## src/rtl/rf_wb_scheduler.sv

```systemverilog
// Register-file write-port arbiter (WB over LU) with LU destination scoreboard and starvation bubble.
// Optional RF_BYPASS_EN adds write-port-to-decode read bypass and relaxes hazard on bypassed LU sources.
module rf_wb_scheduler #(
    parameter int STARVE_MAX = 4,
    parameter int CNT_W      = 4
) (
    input  logic        clk,
    input  logic        rst,
    input  logic        wb_valid,
    input  logic [4:0]  wb_rd,
    input  logic [31:0] wb_wdata,
    input  logic        lu_valid,
    output logic        lu_ready,
    input  logic [4:0]  lu_rd,
    input  logic [31:0] lu_wdata,
    input  logic        iss_valid,
    input  logic [4:0]  iss_rd,
    input  logic [4:0]  dec_rs1,
    input  logic [4:0]  dec_rs2,
    input  logic [4:0]  dec_rd,
    output logic        hazard,
    output logic        pipe_stall,
    output logic        rf_wr,
    output logic [4:0]  rf_rd,
    output logic [31:0] rf_wdata
`ifdef RF_BYPASS_EN
    ,
    input  logic [31:0] rf_rdata1_i,
    input  logic [31:0] rf_rdata2_i,
    output logic [31:0] rdata1,
    output logic [31:0] rdata2
`endif
);

    typedef enum logic [1:0] {IDLE, WAIT, FORCE} state_t;

    localparam logic [CNT_W-1:0] CNT_MAX     = '1;
    localparam logic [CNT_W-1:0] STARVE_LAST = CNT_W'(STARVE_MAX - 1);

    state_t             state_q, state_d;
    logic [CNT_W-1:0]   starveCnt_q, starveCnt_d;
    logic [CNT_W-1:0]   cntInc;
    logic [31:0]        busy_q, busy_d;
    logic               luXfer;

    // WB always wins the port because the pipeline cannot be stalled at writeback.
    always_comb begin
        rf_wr    = 1'b0;
        rf_rd    = '0;
        rf_wdata = '0;
        lu_ready = 1'b0;
        if (!rst) begin
            if (wb_valid) begin
                rf_wr    = 1'b1;
                rf_rd    = wb_rd;
                rf_wdata = wb_wdata;
            end else if (lu_valid) begin
                rf_wr    = 1'b1;
                rf_rd    = lu_rd;
                rf_wdata = lu_wdata;
                lu_ready = 1'b1;
            end
        end
    end

    assign luXfer = lu_valid & lu_ready;

    always_comb begin
        busy_d = busy_q;
        if (luXfer) begin
            busy_d[lu_rd] = 1'b0;
        end
        if (iss_valid && (iss_rd != 5'd0)) begin
            busy_d[iss_rd] = 1'b1;
        end
        busy_d[0] = 1'b0;
    end

    always_comb begin
        state_d     = state_q;
        starveCnt_d = starveCnt_q;
        cntInc      = (starveCnt_q == CNT_MAX) ? starveCnt_q : starveCnt_q + CNT_W'(1);
        case (state_q)
            IDLE: begin
                if (lu_valid && !lu_ready) begin
                    state_d     = WAIT;
                    starveCnt_d = CNT_W'(1);
                end
            end
            WAIT: begin
                if (luXfer) begin
                    state_d     = IDLE;
                    starveCnt_d = '0;
                end else begin
                    starveCnt_d = cntInc;
                    if (starveCnt_q >= STARVE_LAST) begin
                        state_d = FORCE;
                    end
                end
            end
            FORCE: begin
                if (luXfer) begin
                    state_d     = IDLE;
                    starveCnt_d = '0;
                end else begin
                    starveCnt_d = cntInc;
                end
            end
            default: begin
                state_d     = IDLE;
                starveCnt_d = '0;
            end
        endcase
    end

    always_ff @(posedge clk) begin
        if (rst) begin
            state_q     <= IDLE;
            starveCnt_q <= '0;
            busy_q      <= '0;
        end else begin
            state_q     <= state_d;
            starveCnt_q <= starveCnt_d;
            busy_q      <= busy_d;
        end
    end

    assign pipe_stall = (state_q == FORCE) && !rst;

`ifdef RF_BYPASS_EN
    logic byp1, byp2;

    // A source fed straight from this cycle's LU write no longer needs to wait on its busy bit.
    always_comb begin
        byp1   = rf_wr && (rf_rd == dec_rs1) && (dec_rs1 != 5'd0);
        byp2   = rf_wr && (rf_rd == dec_rs2) && (dec_rs2 != 5'd0);
        rdata1 = byp1 ? rf_wdata : rf_rdata1_i;
        rdata2 = byp2 ? rf_wdata : rf_rdata2_i;
        hazard = !rst && ((busy_q[dec_rs1] && !(byp1 && lu_ready)) ||
                          (busy_q[dec_rs2] && !(byp2 && lu_ready)) ||
                          busy_q[dec_rd]);
    end
`else
    assign hazard = !rst && (busy_q[dec_rs1] || busy_q[dec_rs2] || busy_q[dec_rd]);
`endif

`ifndef SYNTHESIS
    assert property (@(posedge clk) disable iff (rst)
        (iss_valid && (iss_rd != 5'd0)) |-> !busy_q[iss_rd]);
    assert property (@(posedge clk) disable iff (rst)
        (lu_valid && !lu_ready) |=> lu_valid);
`endif

endmodule

```

## config.mk

```make
export PLATFORM = sky130hd
export DESIGN_NAME = rf_wb_scheduler
export DESIGN_NICKNAME = d
export VERILOG_FILES = /design/src/rtl/rf_wb_scheduler.sv
export SDC_FILE = /design/constraint.sdc
export NUM_CORES = 1
export LEC_CHECK = 0
export BUFFER_PORTS_ARGS = -buffer_cell sky130_fd_sc_hd__clkbuf_2
export CAP_MARGIN = 20
export CORE_ASPECT_RATIO = 1.25
export CORE_MARGIN = 2
export CORE_UTILIZATION = 50
export DETAILED_ROUTE_END_ITERATION = 6
export PLACE_DENSITY = 0.86
export SYNTH_ARGS = -nofsm -noshare
export SYNTH_HDL_FRONTEND = slang
export SYNTH_SLANG_ARGS = --single-unit
```

## constraint.sdc

```tcl
create_clock -name clk -period 2.3 [get_ports clk]
set_input_delay 0 -clock clk [delete_from_list [all_inputs] [get_ports clk]]
set_output_delay 0 -clock clk [all_outputs]
set_load 0.02 [all_outputs]
```

==> impl_metrics.toml <==
[run_status]
status = "finished, final reports clean"

[timing]
setup-violations-final = 0
slew_viol_final = 0
min_period_ns = 2.084
timing.setup.tns_ns = 0
skew_ns = 0.002012
max_freq_mhz = 479.9
worst_slew_pin_slew_ns = 0.6018
rsz0062_at_grt = "false"
relSlewSlack_pct = 59.73
hold_viol_final = 0
min_period_over_period_pct = 90.60

[logic_synthesis]
ys_seq_area_share_pct = 25.48
synthCells = 347
netlist_area_um2 = 2907
synthArstFlopShare_pct = 0
ys.flop_type = "dfxtp_1"
synth_top_cell_area_share_pct = 25.48
ys_types = 41
yosysTopAreaCell = "dfxtp_1"
yosysWarnings = 0
synthesis.nets = 452
syn_avg_cell_area_um2 = 8.376
synthTopCellsByArea = "dfxtp_1 (25%), a22o_1 (11%), mux4_2 (7.0%)"
synth_enable_flop_cells = 0
ys_ff_latch = 37

[die]
dieArea_um2 = 6443
start_util_pct = 50.98
rows = 31
core-area_um2 = 5702
die_x_um = 72.20
die_height_um = 89.25
pin_count = 140

[setup_path]
startpoint = "busy_q[22]"
r2r_start = "state_q[1]"
crit_chain = "mux4_1 -> mux2_2 -> nand3_2 -> o31ai_2 -> nor4_2 -> a31oi_1 -> clkbuf_2"
reg2reg_depth = 6
r2r_setup_slack_ns = 0.57
max_stage_delay_ns = 0.49
critical_path_buf_inv_count = 1
crit_slowest_cell = "mux4_1"
crit_path_end_kind = "primary output"
critPathTopFamily = "multiplexers"
cp.arrival_ns = 2.08
required_ns = 2.30
cp-start-kind = "flop"
crit-reg2reg-capture = "starveCnt_q[3]"
path_class = "reg -> out"
crit_fanout = 4

[clock_tree]
postCtsSetupRepairBufs = 0
worstSkewPairLatency_ns = 0.28
clkTransAtPathRegs_ns = 0.08
clock-sinks = 37
cts_hold_buf = 0
cts_max_level = 2
cts_root_buffer = "clkbuf_8"
cts_tree = "yes"
cts_buffers = 5
ctsLongestPathBuffers = 2
cts_resized = 0

[global_route]
antenna_found_initial = 0
grt_usage_pct = 33.98
gr-total-overflow = 0
grt_pass1_wl_mm = 16.53
grt_start_max_net_pins = 43
grt_pass1_vias = 3255

[power]
swShare_pct = 33.01
pwr-share-seq_pct = 42.4
combPwrFrac_pct = 29.7
peakVddDrop_mv = 0.3694
leakagePower_nw = 1.656
clock_power_share_pct = 27.9
p_int_w = 0.001059
power_density_nw_per_um2 = 429.8
power.switching_w = 0.0005221

[min_path]
hold_depth = 4
hold-path-endpoint = "busy_q[4]"
min_from = "iss_rd[1]"
min_path_type = "in -> reg"

[finish]
nNetsFinal = 575
fin_cells = 537
fin_util_pct = 64.54
finalInstanceArea_um2 = 3680
drive_gt1_share_pct = 35.24
antenna_cells = 0
syn_to_final_growth_pct = 26.60

[job]
maxCapViolCount = 0

[detailed_routing]
top_layer = "met4"
ant_nets = 0
avgViaCountPerCell = 6.467
drt_iter0_markers = 261
wl_met3_mm = 1.044
num_vias = 3473
drt-met1-wl_mm = 3.791
wl_met2_mm = 5.682
post_drt_wl_per_cell_um = 20.05
dr.pass1.iters = 5
drc = 0
drt_wl_total_mm = 10.77

[place]
place_inst = 529
portBuffers = 139
placed_area_um2 = 3597
dp_hpwl_mm = 8.849
place.gp.congestion = 0.9670
-- how the worst max path moves through the flow --
stage,cells after the start,slack [ns],to
2_1_floorplan,6,0.66,hazard
3_3_place_gp,8,0.51,hazard
3_5_place_dp,8,0.49,hazard
4_1_cts,7,0.21,hazard
5_1_grt,7,0.09,hazard
6_report,7,0.22,hazard
-- registers in the layout (all words and copies together), names as in the netlist --
name         count
starveCnt_q      4
state_q          2
busy_q          31
-- worst min-delay path, stage by stage --
cell      delay [ns]
clkbuf_2        0.11
nor3b_1         0.06
nand2_1         0.05
a21oi_1         0.05
-- area by class of cell --
class / count / area (um^2)
clock inverter: 2 / 10.01
multi-input combinational: 271 / 2007
inverter: 13 / 48.80
sequential: 37 / 740.7
clock buffer: 6 / 72.57
timing repair buffer: 142 / 718.2
fill: 491 / 2022
tap: 66 / 82.58
-- layout by cell type, fill, tap and decap left out, drive strengths merged, types with 10 or more instances in the layout --
cell	instances
nand3	10
a22o	37
nand2	38
o21ai	37
nand3b	11
clkbuf	145
inv	13
nor2	18
a21oi	36
mux2i	17
mux4	15
dfxtp	37
-- cells by family (layout without fill, tap and decap cells) --
family / Yosys count / count (layout) / share of synthesized area [%]
AOI/OAI and AO/OA: 127 / 127 / 28.58
adders and majority gates: 6 / 6 / 2.583
buffers and inverters: 39 / 163 / 5.553
DFF: 37 / 37 / 25.48
muxes: 34 / 34 / 19.03
and+or+nand+nor: 104 / 104 / 18.77
-- power groups by stage --
stage          combinational [W]  clock [W]  sequential (W)
3_5_place_dp            0.000464          0        0.000686
5_1_grt                 0.000510   0.000476        0.000672
4_1_cts                 0.000466   0.000442        0.000670
6_report                0.000470   0.000441        0.000671
3_3_place_gp            0.000457          0        0.000684
2_1_floorplan           0.000278          0        0.000680
-- per-layer routing --
layer,vias to the layer above,global-route usage [%]
met4,0,7.719
met5,-,0
li1,1571,-
met1,1642,39.27
met2,228,64.64
met3,32,6.201
-- per-stage QoR --
stage | hold slack [ns] | total power, W | worst slack [ns]
after floorplan | 0.1674 | 0.0009585 | 0.6552
after global placement | 0.3160 | 0.001140 | 0.5088
after detailed placement | 0.3202 | 0.001150 | 0.4935
after CTS | 0.01615 | 0.001579 | 0.2146
after global routing | 0.05117 | 0.001659 | 0.09447
final | 0.02563 | 0.001581 | 0.2162
-- synthesized netlist by cell type (3+ instances only) --
cell      instances
a21oi_1          36
a221oi_1          4
a22o_1           37
a311oi_1          3
and3b_1           3
buf_1             3
buf_2             6
clkbuf_1         16
dfxtp_1          37
ha_1              6
inv_1            13
mux2i_1          17
mux4_1            6
mux4_2            9
nand2_1          38
nand3_1           9
nand3b_1         11
nor2_1           18
nor2b_1           4
nor3b_1           4
o21ai_0          36
or3_1             5
Note: power is estimated with default switching activity, not from simulation.
